===== src/rtl/uart_pkg.sv =====
// rtl/uart_pkg.sv - shared constants for the uart block
// State encodings for the RX/TX FSMs and default parameter values.
package uart_pkg;

  localparam logic [1:0] ST_IDLE  = 2'd0;
  localparam logic [1:0] ST_START = 2'd1;
  localparam logic [1:0] ST_DATA  = 2'd2;
  localparam logic [1:0] ST_STOP  = 2'd3;

  localparam int DEF_DBITS      = 8;
  localparam int DEF_SB_TICK    = 16;
  localparam int DEF_ADDR_WIDTH = 4;
  localparam int TIMER_WIDTH    = 11;

endpackage


===== src/rtl/uart_fifo.sv =====
// rtl/uart_fifo.sv - first-word-fall-through FIFO with full/empty flags
// Head is presented combinationally and forced to zero while empty.
module uart_fifo #(
  parameter int WIDTH = 8,
  parameter int AW    = 4
) (
  input  logic             clk_i,
  input  logic             reset_i,
  input  logic             wr_i,
  input  logic [WIDTH-1:0] w_data_i,
  input  logic             rd_i,
  output logic [WIDTH-1:0] r_data_o,
  output logic             full_o,
  output logic             empty_o
);

  logic [WIDTH-1:0] mem_q [2**AW];
  logic [AW-1:0]    w_ptr_q, w_ptr_d, r_ptr_q, r_ptr_d, w_succ, r_succ;
  logic             full_q, full_d, empty_q, empty_d;
  logic             do_wr, do_rd;

  // A write into a full FIFO is allowed when a read frees the slot the same cycle.
  assign do_rd  = rd_i & ~empty_q;
  assign do_wr  = wr_i & (~full_q | do_rd);
  assign w_succ = w_ptr_q + AW'(1);
  assign r_succ = r_ptr_q + AW'(1);

  always_ff @(posedge clk_i) begin
    if (do_wr) mem_q[w_ptr_q] <= w_data_i;
  end

  always_comb begin
    w_ptr_d = w_ptr_q;
    r_ptr_d = r_ptr_q;
    full_d  = full_q;
    empty_d = empty_q;
    case ({do_wr, do_rd})
      2'b10: begin
        w_ptr_d = w_succ;
        empty_d = 1'b0;
        full_d  = (w_succ == r_ptr_q);
      end
      2'b01: begin
        r_ptr_d = r_succ;
        full_d  = 1'b0;
        empty_d = (r_succ == w_ptr_q);
      end
      2'b11: begin
        w_ptr_d = w_succ;
        r_ptr_d = r_succ;
      end
      default: ;
    endcase
  end

  always_ff @(posedge clk_i) begin
    if (reset_i) begin
      w_ptr_q <= '0;
      r_ptr_q <= '0;
      full_q  <= 1'b0;
      empty_q <= 1'b1;
    end else begin
      w_ptr_q <= w_ptr_d;
      r_ptr_q <= r_ptr_d;
      full_q  <= full_d;
      empty_q <= empty_d;
    end
  end

  assign r_data_o = empty_q ? '0 : mem_q[r_ptr_q];
  assign full_o   = full_q;
  assign empty_o  = empty_q;

endmodule


===== src/rtl/uart.sv =====
// rtl/uart.sv - full-duplex UART with shared baud tick and per-direction FIFOs
// Receiver oversamples by sb_tick; transmitter shifts LSB first.
module uart
  import uart_pkg::*;
#(
  parameter int dbits      = DEF_DBITS,
  parameter int sb_tick    = DEF_SB_TICK,
  parameter int addr_width = DEF_ADDR_WIDTH
) (
  input  logic                   clk,
  input  logic                   reset,
  input  logic [TIMER_WIDTH-1:0] TIMER_FINAL_VALUE,
  input  logic                   rx,
  input  logic                   rd_uart,
  output logic                   rx_empty,
  output logic [dbits-1:0]       r_data,
  input  logic                   wr_uart,
  input  logic [dbits-1:0]       w_data,
  output logic                   tx_full,
  output logic                   tx
);

  localparam int SW = $clog2(sb_tick);
  localparam int NW = $clog2(dbits);
  localparam logic [SW-1:0] S_LAST = SW'(sb_tick - 1);
  localparam logic [SW-1:0] S_MID  = SW'(sb_tick / 2 - 1);
  localparam logic [NW-1:0] N_LAST = NW'(dbits - 1);

  logic [TIMER_WIDTH-1:0] cnt_q, cnt_d;
  logic                   tick;
  logic                   rx_meta_q, rx_sync_q;

  logic [1:0]       rx_state_q, rx_state_d, tx_state_q, tx_state_d;
  logic [SW-1:0]    rx_s_q, rx_s_d, tx_s_q, tx_s_d;
  logic [NW-1:0]    rx_n_q, rx_n_d, tx_n_q, tx_n_d;
  logic [dbits-1:0] rx_b_q, rx_b_d, tx_b_q, tx_b_d, tx_head;
  logic             rx_done, rx_full, tx_empty, tx_pop, tx_bit, tx_q;

  // Compare with >= so a divisor lowered below the running count still wraps.
  assign tick  = (cnt_q == TIMER_FINAL_VALUE);
  assign cnt_d = (cnt_q >= TIMER_FINAL_VALUE) ? '0 : cnt_q + TIMER_WIDTH'(1);

  always_comb begin
    rx_state_d = rx_state_q;
    rx_s_d     = rx_s_q;
    rx_n_d     = rx_n_q;
    rx_b_d     = rx_b_q;
    rx_done    = 1'b0;
    case (rx_state_q)
      ST_IDLE: if (!rx_sync_q) begin
        rx_state_d = ST_START;
        rx_s_d     = '0;
      end
      ST_START: if (tick) begin
        if (rx_s_q == S_MID) begin
          rx_state_d = rx_sync_q ? ST_IDLE : ST_DATA;
          rx_s_d     = '0;
          rx_n_d     = '0;
        end else rx_s_d = rx_s_q + SW'(1);
      end
      ST_DATA: if (tick) begin
        if (rx_s_q == S_LAST) begin
          rx_s_d = '0;
          rx_b_d = {rx_sync_q, rx_b_q[dbits-1:1]};
          if (rx_n_q == N_LAST) rx_state_d = ST_STOP;
          else rx_n_d = rx_n_q + NW'(1);
        end else rx_s_d = rx_s_q + SW'(1);
      end
      default: if (tick) begin
        if (rx_s_q == S_LAST) begin
          rx_done    = 1'b1;
          rx_state_d = ST_IDLE;
        end else rx_s_d = rx_s_q + SW'(1);
      end
    endcase
  end

  always_comb begin
    tx_state_d = tx_state_q;
    tx_s_d     = tx_s_q;
    tx_n_d     = tx_n_q;
    tx_b_d     = tx_b_q;
    tx_pop     = 1'b0;
    tx_bit     = 1'b1;
    case (tx_state_q)
      ST_IDLE: if (!tx_empty) begin
        tx_pop     = 1'b1;
        tx_b_d     = tx_head;
        tx_s_d     = '0;
        tx_state_d = ST_START;
      end
      ST_START: begin
        tx_bit = 1'b0;
        if (tick) begin
          if (tx_s_q == S_LAST) begin
            tx_s_d     = '0;
            tx_n_d     = '0;
            tx_state_d = ST_DATA;
          end else tx_s_d = tx_s_q + SW'(1);
        end
      end
      ST_DATA: begin
        tx_bit = tx_b_q[0];
        if (tick) begin
          if (tx_s_q == S_LAST) begin
            tx_s_d = '0;
            tx_b_d = tx_b_q >> 1;
            if (tx_n_q == N_LAST) tx_state_d = ST_STOP;
            else tx_n_d = tx_n_q + NW'(1);
          end else tx_s_d = tx_s_q + SW'(1);
        end
      end
      default: if (tick) begin
        if (tx_s_q == S_LAST) tx_state_d = ST_IDLE;
        else tx_s_d = tx_s_q + SW'(1);
      end
    endcase
  end

  always_ff @(posedge clk) begin
    if (reset) begin
      cnt_q      <= '0;
      rx_meta_q  <= 1'b1;
      rx_sync_q  <= 1'b1;
      rx_state_q <= ST_IDLE;
      rx_s_q     <= '0;
      rx_n_q     <= '0;
      rx_b_q     <= '0;
      tx_state_q <= ST_IDLE;
      tx_s_q     <= '0;
      tx_n_q     <= '0;
      tx_b_q     <= '0;
      tx_q       <= 1'b1;
    end else begin
      cnt_q      <= cnt_d;
      rx_meta_q  <= rx;
      rx_sync_q  <= rx_meta_q;
      rx_state_q <= rx_state_d;
      rx_s_q     <= rx_s_d;
      rx_n_q     <= rx_n_d;
      rx_b_q     <= rx_b_d;
      tx_state_q <= tx_state_d;
      tx_s_q     <= tx_s_d;
      tx_n_q     <= tx_n_d;
      tx_b_q     <= tx_b_d;
      tx_q       <= tx_bit;
    end
  end

  uart_fifo #(.WIDTH(dbits), .AW(addr_width)) u_rx_fifo (
    .clk_i    (clk),
    .reset_i  (reset),
    .wr_i     (rx_done & ~rx_full),
    .w_data_i (rx_b_q),
    .rd_i     (rd_uart),
    .r_data_o (r_data),
    .full_o   (rx_full),
    .empty_o  (rx_empty)
  );

  uart_fifo #(.WIDTH(dbits), .AW(addr_width)) u_tx_fifo (
    .clk_i    (clk),
    .reset_i  (reset),
    .wr_i     (wr_uart),
    .w_data_i (w_data),
    .rd_i     (tx_pop),
    .r_data_o (tx_head),
    .full_o   (tx_full),
    .empty_o  (tx_empty)
  );

  assign tx = tx_q;

endmodule


===== config.mk =====
export PLATFORM = sky130hd
export DESIGN_NAME = uart
export DESIGN_NICKNAME = d
export VERILOG_FILES = /design/src/rtl/uart_pkg.sv /design/src/rtl/uart_fifo.sv /design/src/rtl/uart.sv
export SDC_FILE = /design/constraint.sdc
export NUM_CORES = 1
export LEC_CHECK = 0
export ABC_AREA = 1
export CORE_MARGIN = 2
export CORE_UTILIZATION = 55
export CTS_CLUSTER_DIAMETER = 40
export DETAILED_ROUTE_END_ITERATION = 10
export PLACE_DENSITY = 0.76
export SLEW_MARGIN = 15
export SYNTH_ARGS = -nofsm -noshare
export SYNTH_HDL_FRONTEND = slang
export SYNTH_HIERARCHICAL = 1
export SYNTH_SLANG_ARGS = --single-unit

===== constraint.sdc =====
create_clock -name clk -period 8.46 [get_ports clk]
set_input_delay 2.538 -clock clk [delete_from_list [all_inputs] [get_ports clk]]
set_output_delay 2.538 -clock clk [all_outputs]
set_load 0.005 [all_outputs]

== Yosys cells after proc, flatten, opt, wreduce, memory -nomap -nowiden ==
Memories as Yosys holds them, arrays and structs flattened. A register that Yosys moved wholly into a read port is not among the register bits.
Cells that the tools add are included.

* Bits in registers: 68
* Bits in writable memories: 256
* Input bits: 24
* Output and inout bits: 11
* Logic and storage cells: 174
* Memories: 2

* $add $sub $neg: 9
* Magnitude comparators: 1
* Eq/ne operators: 37
* Multiplexer cells: 68
* Bitwise operators: 11
* Reduce and logical (&&, ||, !) cells: 26

{| class="wikitable"
|+ Memory list
! memory !! depth !! bits a word !! rd ports !! clocked after Yosys merged registers in !! write ports !! RTL line !! text
|-
| u_rx_fifo.mem_q || 16 || 8 || 1 || 1 || 1 || uart_fifo.sv:17 || <nowiki>logic [WIDTH-1:0] mem_q [2**AW];</nowiki>
|-
| u_tx_fifo.mem_q || 16 || 8 || 1 || 1 || 1 || uart_fifo.sv:17 ||
|}

{| class="wikitable"
|+ Operator list
! operator !! number
|-
| 2-to-1 mux 4 bit || 16
|-
| 2-to-1 mux 2 bit || 17
|-
| 2-to-1 mux 8 bit || 4
|-
| 2-to-1 mux 3 bit || 10
|-
| inequality test 2 bit, second input constant || 14
|-
| adder 4 x 1 -> 4 bit, second input constant || 6
|-
| == test 4 bit || 4
|-
| one-hot mux 8 bit (2 select lines) || 1
|-
| AND reduction 8 bit || 2
|-
| nonzero test 2 bit || 8
|-
| == test 2 bit, second input constant || 6
|-
| one-hot mux 2 bit (3 select lines) || 2
|-
| one-hot mux 3 bit (2 select lines) || 2
|-
| one-hot mux 4 bit (3 select lines) || 1
|-
| AND reduction 6 bit || 2
|-
| OR reduction 2 bit || 6
|-
| adder 11 x 1 -> 11 bit, second input constant || 1
|-
| == test 11 bit || 1
|-
| greater-or-equal comparator 11 bit || 1
|-
| one-hot mux 1 bit (2 select lines) || 5
|-
| 2-to-1 mux 1 bit || 9
|-
| == test 2 x 1 -> 1 bit, second input constant || 4
|-
| == test 4 bit, second input constant || 2
|-
| one-hot mux 4 bit (2 select lines) || 1
|-
| other kinds (15) || 27
|}

== Longest topological paths before layout ==
* Word-level depth: 10
* Depth in mapped cells: 17

== Modules after synthesis ==
The synthesis kept the hierarchy.

{| class="wikitable"
|+ By module, submodules not included
! module !! times used !! cells an instance !! area an instance (um^2)
|-
| uart_fifo at u_tx_fifo || 1 || 635 || 6321.1
|-
| uart_fifo at u_rx_fifo || 1 || 635 || 6318.6
|-
| uart || 1 || 392 || 2758.9
|}

== Least setup slack after synthesis ==
No wires, ideal clock.

* Path kind: input to register
* Start point: input TIMER_FINAL_VALUE[6]
* End point: memory u_rx_fifo.mem_q[3][0] (enable)
* Setup time: 370 ps
* Arrival time: 4086 ps
* Data required time: 8090 ps
* Setup slack: 4004 ps
* Stages: 10
* Path buffers: 0
* Cell sequence: inv_1 -> ha_1 -> nand2_1 -> nor2_2 -> nand3_4 -> nor4_1 -> nand2_1 -> clkinv_2 -> nand2_2 -> nor2_1

* Cells in the longest elaborated chain, start to end: 7

{| class="wikitable"
|+ Ends and longest elaborated chain
! element !! RTL line !! text
|-
| start: declaration || uart.sv:12 || <nowiki>input logic [TIMER_WIDTH-1:0] TIMER_FINAL_VALUE,</nowiki>
|-
| == test 11 bit || uart.sv:40 || <nowiki>assign tick = (cnt_q == TIMER_FINAL_VALUE);</nowiki>
|-
| 2-to-1 mux 1 bit || uart.sv:69 || <nowiki>default: if (tick) begin</nowiki>
|-
| 2-to-1 mux 1 bit || uart.sv:49 || <nowiki>case (rx_state_q)</nowiki>
|-
| AND 1 bit || uart.sv:153 || <nowiki>.wr_i (rx_done & ~rx_full),</nowiki>
|-
| AND 1 bit || uart_fifo.sv:24 || <nowiki>assign do_wr = wr_i & (~full_q | do_rd);</nowiki>
|-
| 2-to-1 mux 1 bit || uart_fifo.sv:29 || <nowiki>if (do_wr) mem_q[w_ptr_q] <= w_data_i;</nowiki>
|-
| 2-to-1 mux 1 bit (not written as such) || uart_fifo.sv:29 ||
|-
| end: declaration || uart_fifo.sv:17 ||
|}

Every way passes these cells.

==> impl_metrics.csv <==
group,metric,value,unit
outcome,status,"finished clean",
die,die_y,171,um
layout,fin_nets,1744,
clock_tree,htree_levels,2,
clock_tree,cts_setup_buffers,0,
drt,via_count,11317,
place,gp_congestion,0.874,
place,portBuffers,34,
die,boundaryPins,35,
min_path,hold_end,"rx_sync_q",
clock_tree,insertion_delay,0.54,ns
critical_path,crit_type,"reg -> out",
clock_tree,cts_buffers,41,
grt,gr-usage-all-layers,23.4,%
synthesis,syn_area_per_cell,9.27,sq um
critical_path,end_kind,"primary output",
pwr,peakVddDrop,0.201,mV
pwr,leakage,0.00726,uW
synthesis,yosys.cell_count.top_type,"nand2_1",
clock_tree,numClockSinks,332,
timing,rsz0062_at_grt,"false",
pwr,powerDensity,237,nW/um^2
synthesis,ys_seq_elements,332,
die,initial_core_util,55.6,%
layout,area_delta_synth_final,12.1,%
synthesis,ys_top_cells_by_area,"edfxtp_1 50%, nand2_1 13%, dfxtp_1 9.9%",
synthesis,postSynthCellCount,1662,
grt,grt_use_met2,38.8,%
min_path,min_from,"rx_meta_q",
run,cap_violations,0,
synthesis,synth_commonest_cells,"528 x nand2_1, 256 x edfxtp_1, 217 x inv_1, 190 x nand3_1, 110 x nor2_1",
place,dp_cells,2017,
critical_path,cp.required,5.92,ns
synthesis,syn-cell-area,15400,sq um
grt,grt_pass1_wl,53900,um
place,dp_hpwl,20800,um
grt,gr-total-overflow,0,
critical_path,r2r_end,"tx_b_q[6]",
die,core,27700,sq um
grt,use_met3,3.75,%
synthesis,seq_area_frac_synth,59.8,%
layout,insertedDiodeCount,0,
grt,grt_pass1_vias,10490,
timing,setup-violations-final,0,
grt,grt_max_degree,66,
drt,drtAntennaViolNets,0,
layout,multi_input_area,4960,sq um
drt,vias_per_cell,5.42,
critical_path,rrSetupSlack,5.47,ns
clock_tree,tritoncts,"yes",
synthesis,ys.flop_type,"edfxtp_1",
clock_tree,hold_buffers,0,
timing,fin_crit,5.90,ns
layout,stdcell_count,2088,
layout,utilization,62.3,%
drt,post-route-drc-count,0,
grt,use_met1,31.4,%
critical_path,critPathLaunchType,"flop",
synthesis,ys_async_sr_fraction,0,%
die,die-area,29400,sq um
clock_tree,clk_pin_slew_worst_paths,0.05,ns
drt,routed_wl,33900,um
synthesis,synth_top_cell_by_area,"edfxtp_1",
die,rows,61,
timing,clock-skew-final,0.0268,ns
grt,top_usage_layer,"met2",
layout,final_layout_size_suffix_gt1_share,6.37,%
timing,fin_tns_setup,0,ns
synthesis,ys_types,40,
clock_tree,clk_path_buf_depth,3,
layout,nFillCells,2200,
synthesis,yosysTopAreaCellShare,49.9,%
timing,tightest_slew,1.13,ns
synthesis,synth_edf_count,256,
drt,drt_iter0_markers,1262,
layout,regArea,9210,sq um
timing,final_hold_viol_count,0,
pwr,p_total,4080,uW
drt,firstDrtPassIters,7,
min_path,whs_path_depth,1,
grt,antenna_found_initial,0,
min_path,hp-class,"reg -> reg",
timing,min_period_over_period,69.7,%
synthesis,yosysWarningCount,6,
die,die_x,171,um
clock_tree,post_cts_resized,0,
clock_tree,clockRootBuffer,"clkbuf_16",
critical_path,reg2reg_depth,12,
timing,fmax,170,MHz
critical_path,critical_path_arrival,3.36,ns
critical_path,worstPathMaxFanout,65,
drt,routedWlPerCell,16.3,um
timing,maxSlewViolCount,0,
timing,max_slew_margin,24.3,%
synthesis,syn_nets,1724,
## layer usage
layer,vias up,part of all wire [%]
met5,-,0
met4,0,3.0
met3,86,7.3
met2,485,48
met1,5301,42
li1,5445,-
## state kept, by name, summed over array words and instances (netlist names), 2 cells and up, named ones only
name,flops
u_tx_fifo/r_ptr_q,4
tx_s_q,4
tx_state_q,2
rx_s_q,4
cnt_q,11
u_tx_fifo/mem_q,128
tx_n_q,3
u_rx_fifo/mem_q,128
rx_b_q,8
rx_n_q,3
rx_state_q,2
u_tx_fifo/w_ptr_q,4
u_rx_fifo/w_ptr_q,4
u_rx_fifo/r_ptr_q,4
tx_b_q,8
## report_power, final
group	internal [uW]	switching, uW	total (uW)
logic	148	327	476
clock network	1080	683	1760
registers	1800	44.0	1850
## layout by cell type (no fill, tap or decap), types with 2 or more instances in the layout
cell type	netlist	routed
nand2_1	528	528
edfxtp_1	256	256
inv_1	217	217
nand3_1	190	190
nor2_1	110	110
dfxtp_1	76	73
a21oi_1	61	61
clkbuf_16	0	43
ha_1	38	38
o21ai_0	35	34
clkdlybuf4s50_1	0	34
nand4_1	21	21
xnor2_1	11	11
nand2_2	10	10
inv_2	8	8
xor2_1	8	8
clkinv_2	2	5
nor2_2	4	4
inv_6	0	4
bufinv_16	0	4
clkbuf_1	9	4
buf_4	3	4
nand3_4	3	3
o211ai_1	3	3
clkinv_4	0	3
dfxtp_2	0	3
o21ai_1	1	2
or2_2	2	2
o21a_1	2	2
clkinv_1	0	2
clkbuf_8	0	2
clkinvlp_4	0	2
nor2_8	2	2
a31oi_1	2	2
## cell families after synthesis
kind of cell / Yosys count / share of synthesized area (%)
compound gates: 108 / 3.73
xor+xnor: 19 / 1.08
fa+ha+maj: 38 / 3.09
buf+inv: 288 / 7.99
flops: 332 / 59.8
simple gates: 877 / 24.3
## final cells by class
type	instances	area share [%]
inverters	227	4.95
clock buffers	49	6.48
well taps	378	2.74
clock inverters	22	1.58
repair buffers	38	2.15
flip-flops and latches	332	53.4
multi-input cells	1042	28.7
## how the worst max path moves through the flow
stage,start,to,slack [ns],cells past startpoint
after global placement,flop,r_data[5],3.12,6
after detailed placement,TIMER_FINAL_VALUE[6],u_rx_fifo/mem_q[14][4],3.09,11
after floorplan,TIMER_FINAL_VALUE[6],u_rx_fifo/mem_q[3][0],4.00,10
after global routing,flop,r_data[4],2.30,9
final,flop,r_data[0],2.56,8
after CTS,flop,r_data[4],2.60,9
## critical path, cell delays in order, from the launching register on
cell             delay (ns)
dfxtp_2                0.31
buf_4                  0.50
inv_2                  0.60
nand2_1                0.23
nand3_1                0.13
nand3_1                0.16
nand3_1                0.09
a21oi_1                0.18
clkdlybuf4s50_1        0.53
## stage by stage
stage	instance area, sq um	setup WS (ns)	hold slack, ns
global route	17300	2.30	0.441
global placement	15900	3.12	0.395
floorplan	15400	4.00	0.389
CTS	17300	2.60	0.422
detailed placement	15900	3.09	0.397
finish	17300	2.56	0.418
(Power assumes the default switching activity.)
==> RTL edit 1, RTL diff (same settings) <==
Change the package constant `TIMER_WIDTH` from 11 to 22.
--- a/src/rtl/uart_pkg.sv
+++ b/src/rtl/uart_pkg.sv
@@ -10,7 +10,7 @@
   localparam int DEF_DBITS      = 8;
   localparam int DEF_SB_TICK    = 16;
   localparam int DEF_ADDR_WIDTH = 4;
-  localparam int TIMER_WIDTH    = 11;
+  localparam int TIMER_WIDTH    = 22;
 
 endpackage
 
Ports: changed (resized TIMER_FINAL_VALUE); port bits go from 35 to 46. The function was not compared with the original's and may differ.
==> RTL edit 1 against the original RTL <==
  * Worst setup slack got worse by 54 ps
  * Critical path type unchanged
  * Design area is 7.6% higher
  * Sequential power rose by 3%
  * Sequential share of layout area fell by 2.6 points
  * Sequential cell count is 11 higher
  * Total power up 4.2%
  * Largest power group is now clock
  * Final cell count is 7.9% higher
  * Worst hold slack worse by 9.2 ps
  * Synthesized area rose by 6.9%
  * First-iteration DRC count fell by 2.7%
  * Routed wire length grew 5.0%
  * Via count grew 6.0%
  * Clock power is 9% higher
==> RTL edit 1: results (changes against the original RTL) <==
* Status: finished, final reports clean (unchanged)
* Proportion of layout cells with a drive suffix above 1 at 0.0940 (was 0.0637)
* Critical Path End: r_data[7] (was r_data[0])
* Synth top cells by count: 545 x nand2_1, 256 x edfxtp_1, 239 x inv_1, 203 x nand3_1, 87 x dfxtp_1 (was 528 x nand2_1, 256 x edfxtp_1, 217 x inv_1, 190 x nand3_1, 110 x nor2_1)
* Syn avg cell area at 9.16 um2 (was 9.27 um2)
* Reg area at 0.00943 mm2 (was 0.00921 mm2)
* Cell Area, Placed at 0.0170 mm2 (was 0.0159 mm2)
* Multi-Input Combinational at 1133 (was 1042)
* Fin cells at 2252 (was 2088)
* Final hold slack at 409 ps (was 418 ps)
* Wl on met1 at 15.3 mm (was 14.3 mm)
* Via count at 11997 (was 11317)
* Final Wtd Congestion at 0.887 (was 0.874)
* Capturing point of the worst reg2reg path: tx_b_q[0] (was tx_b_q[6])
* Root Driver: clkbuf_16 (unchanged)
* Inverter count at 258 (was 227)
* Tcrit/Tclk final at 0.703 (was 0.697)
* Non-clk bufs at 50 (was 38)
* Clock skew at 30.4 ps (was 26.8 ps)
* Flop2flop setup slack at 5610 ps (was 5470 ps)
* # H-tree levels at 2 (unchanged)
* Asr flop ratio synth at 0 (unchanged)
* Met3 usage at 0.0303 (was 0.0375)
* Number of fill cells at 2389 (was 2200)
* Clkbuf count at 48 (was 49)
* Sequential area share after synthesis at 0.573 (was 0.598)
* Crit path DAT at 3410 ps (was 3360 ps)
* Grt met1 use at 0.310 (was 0.314)
* Placed cell count at 2174 (was 2017)
* GRT Total Usage at 0.230 (was 0.234)
* Pre-CTS setup slack at 2960 ps (was 3090 ps)
* Comb power frac at 0.105 (was 0.116)
* Sw power at 1.05 mW (about the same)
* CTS Buf Count at 42 (was 41)
* DRT Wirelength at 35.6 mm (was 33.9 mm)
* PortBufs at 45 (was 34)
* P_int at 3.21 mW (was 3.03 mW)
* Max VDD drop at 0.000208 V (was 0.000201 V)
* Top cells by area, synth: edfxtp_1 47%, nand2_1 12%, dfxtp_1 11% (was edfxtp_1 50%, nand2_1 13%, dfxtp_1 9.9%)
* Drt initial violations at 1228 (was 1262)
* Met2 Wirelength at 17.4 mm (was 16.2 mm)
* Multi-input logic portion of the cell area at 0.305 (was 0.287)
* Power Density at 229 mW/mm2 (was 237 mW/mm2)
* TritonCTS Sinks at 343 (was 332)
* Met2 Use GR at 0.387 (was 0.388)
* Rel. slew slack at 0.239 (was 0.243)
* Number of global-route vias before repair at 11416 (was 10490)
* Fin nets at 1912 (was 1744)
* Buffering overhead at 0.0263 (was 0.0215)
* Yosys cell types at 43 (was 40)
* P_leak at 7.78 nW (was 7.26 nW)
* Die area at 0.0313 mm2 (was 0.0294 mm2)
* Pre-antenna DRT Iters at 5 (was 7)
* ClkCell Share at 0.0829 (was 0.0806)
* First-pass GRT wire length at 57.4 mm (was 53.9 mm)
* Hpwl dp at 22.7 mm (was 20.8 mm)
* Met3 WL at 2.20 mm (was 2.48 mm)
[RTL edit 1: changes by cell type after synthesis, moves of 8 or more]
cell / before / now
inv_1: 217 / 239
inv_2: 8 / 16
a21oi_1: 61 / 75
dfxtp_1: 76 / 87
nor2_1: 110 / 86
ha_1: 38 / 49
nand2_4: 0 / 8
nand3_1: 190 / 203
nor2_2: 4 / 29
nand2_1: 528 / 545
[RTL edit 1: logic make-up (layout without fill, tap and decap cells)]
logic type	after synthesis	after routing	share of synthesized area
and+or+nand+nor	938	938	0.255
xor gates and xnor gates	26	26	0.0138
adders and majority gates	49	49	0.0372
buffers and inverters	321	386	0.0834
DFF	343	343	0.573
AOI/OAI and AO/OA	120	120	0.0382
[RTL edit 1: critical path: stages, from the launching register on]
cell and delay, ps:
dfxtp_2 310, buf_4 300, inv_2 820, nand2_1 190
nand2_1 150, nand2_1 60, nand3_1 110, nand3_1 100
a21oi_1 180, clkdlybuf4s50_1 560
==> RTL edit 2, RTL diff (config.mk and constraints unchanged) <==
Without the edit above. Remove the register `tx_q`: a continuous assignment takes its place, so the output `tx` follows one clock earlier.
--- a/src/rtl/uart.sv
+++ b/src/rtl/uart.sv
@@ -130,7 +130,6 @@
       tx_s_q     <= '0;
       tx_n_q     <= '0;
       tx_b_q     <= '0;
-      tx_q       <= 1'b1;
     end else begin
       cnt_q      <= cnt_d;
       rx_meta_q  <= rx;
@@ -143,9 +142,10 @@
       tx_s_q     <= tx_s_d;
       tx_n_q     <= tx_n_d;
       tx_b_q     <= tx_b_d;
-      tx_q       <= tx_bit;
     end
   end
+
+  assign tx_q = tx_bit;
 
   uart_fifo #(.WIDTH(dbits), .AW(addr_width)) u_rx_fifo (
     .clk_i    (clk),
Behaviour: not the same (a bounded check fails within 4 cycles, from zero or initial values and one cycle with reset high).
==> RTL edit 2 against the original RTL <==
  * Design area decreased by 0.24%
  * Register-to-register slack gained 110 ps
  * Sequential cell count fell by 1
  * Total power fell by 0.67%
  * Synthesized area decreased by 0.20%
  * Fmax decreased by 0.77%
  * Count of clock-buffer cells in the layout grew 1
  * Routed wire length rose by 0.42%
  * Highest routed layer unchanged
  * Synthesized cell count about the same
  * Worst setup slack worse by 46 ps
==> RTL edit 2: results (changes against the original RTL) <==
* Maximum fanout along the worst path at 65 (unchanged)
* Number of global-route vias before repair at 10824 (was 10490)
* Largest net degree at the start of global routing at 66 (unchanged)
* Latest clock arrival within the worst-skew pair at about 530 ps
* DRT Wirelength at 34.1 mm (was 33.9 mm)
* Post-synth EDFFs at 256 (unchanged)
* Critical-path top delay cell: inv_2 (unchanged)
* Number of setup buffers added after CTS at 0 (unchanged)
* Sw power at 1.06 mW (was 1.05 mW)
* Top FF cell, synth: edfxtp_1 (unchanged)
* Rel. slew slack at 0.249 (was 0.243)
* Synth warn at 6 (unchanged)
* Clock slew at reported path FFs at 50 ps (about the same)
* Drt initial violations at 1018 (was 1262)
* Clock skew at 15.5 ps (was 26.8 ps)
* PortBufs at 34 (unchanged)
* Initial antenna violation count at 0 (unchanged)
* GRT Total Usage at 0.236 (was 0.234)
* CP peak stage delay at 620 ps (was 600 ps)
* Worst path top cell family by delay: buffers and inverters (unchanged)
* CTS Buf Count at 41 (unchanged)
* Final Wtd Congestion at 0.894 (was 0.874)
* # H-tree levels at 2 (unchanged)
* Pre-antenna DRT Iters at 6 (was 7)
* Synth top cells by count: 531 x nand2_1, 256 x edfxtp_1, 221 x inv_1, 189 x nand3_1, 111 x nor2_1 (was 528 x nand2_1, 256 x edfxtp_1, 217 x inv_1, 190 x nand3_1, 110 x nor2_1)
* Hold crit path type: reg -> reg (unchanged)
* PostCTS Resize Cnt at 0 (unchanged)
* Status: finished, final reports clean (unchanged)
* Clk buf depth at 3 (unchanged)
* Top cells by area, synth: edfxtp_1 50%, nand2_1 13%, dfxtp_1 9.8% (was edfxtp_1 50%, nand2_1 13%, dfxtp_1 9.9%)
* Largest registers: u_rx_fifo/mem_q: 128 flops, u_tx_fifo/mem_q: 128 flops, cnt_q: 11 flops (unchanged)
* Proportion of layout cells with a drive suffix above 1 at 0.0629 (was 0.0637)
* Antenna Cells at 0 (unchanged)
* Syn nets at 1725 (was 1724)
* Asr flop ratio synth at 0 (unchanged)
* Root Driver: clkbuf_16 (unchanged)
* First-pass GRT wire length at 53.8 mm (was 53.9 mm)
* Yosys cell types at 38 (was 40)
* Max VDD drop at 0.000265 V (was 0.000201 V)
* P_leak at 7.26 nW (about the same)
* Sequential area share after synthesis at 0.598 (about the same)
* Crit path DAT at 3400 ps (was 3360 ps)
* Hpwl dp at 21.1 mm (was 20.8 mm)
* Vias per cell at 5.34 (was 5.42)
[RTL edit 2: cell count changes after synthesis, sizes merged, moves of 2 or more]
cell and delta:
inv +3, a21oi -5, o21ai +2, nand2 +3, nor2 +2, clkbuf -2
[RTL edit 2: through the flow]
step                       util  std cells  setup WS, ps  instance area (um2)
after floorplan               -       1663          4000                15400
after global placement    0.574       2020          3140                15800
after detailed placement  0.574       2020          3080                15800
after CTS                 0.623       2096          2520                17200
after global routing      0.623       2096          2330                17200
final                     0.623       2096          2520                17200
[RTL edit 2: worst paths after layout]
path | end | depth (start not counted) | slack, ps | startpoint
max | r_data[4] | 8 | 2520 | flop
min | rx_sync_q | 1 | 410 | rx_meta_q
max reg2reg | tx_b_q[6] | 12 | 5580 | flop
min reg2reg | rx_sync_q | 1 | 410 | rx_meta_q
[RTL edit 2: kinds of logic after synthesis]
family,count (synthesis),synth area share
flops,331,0.598
xor+xnor,19,0.0108
fa+ha+maj,38,0.0309
simple gates,880,0.244
compound gates,105,0.0359
buf+inv,290,0.0807
[RTL edit 2: layout make-up]
type,instances,area [um2]
sequential,331,9190
clock buffer,50,1120
fill,2204,10400
tap,378,473
timing repair buffer,39,378
multi-input combinational,1042,4940
clock inverter,26,250
inverter,230,866
[RTL edit 2: routing by layer]
layer	global-route usage	part of all wire	vias up
li1	-	-	5447
met1	0.296	0.41	5251
met2	0.407	0.49	401
met3	0.0393	0.063	98
met4	0.0980	0.034	0
met5	0	0	-
[RTL edit 2: power groups by stage]
stage / sequential [mW] / combinational, mW / clock (mW)
floorplan: 1.85 / 0.366 / 0
global placement: 1.87 / 0.460 / 0
detailed placement: 1.88 / 0.468 / 0
CTS: 1.84 / 0.473 / 1.76
global route: 1.85 / 0.533 / 1.82
finish: 1.84 / 0.476 / 1.74
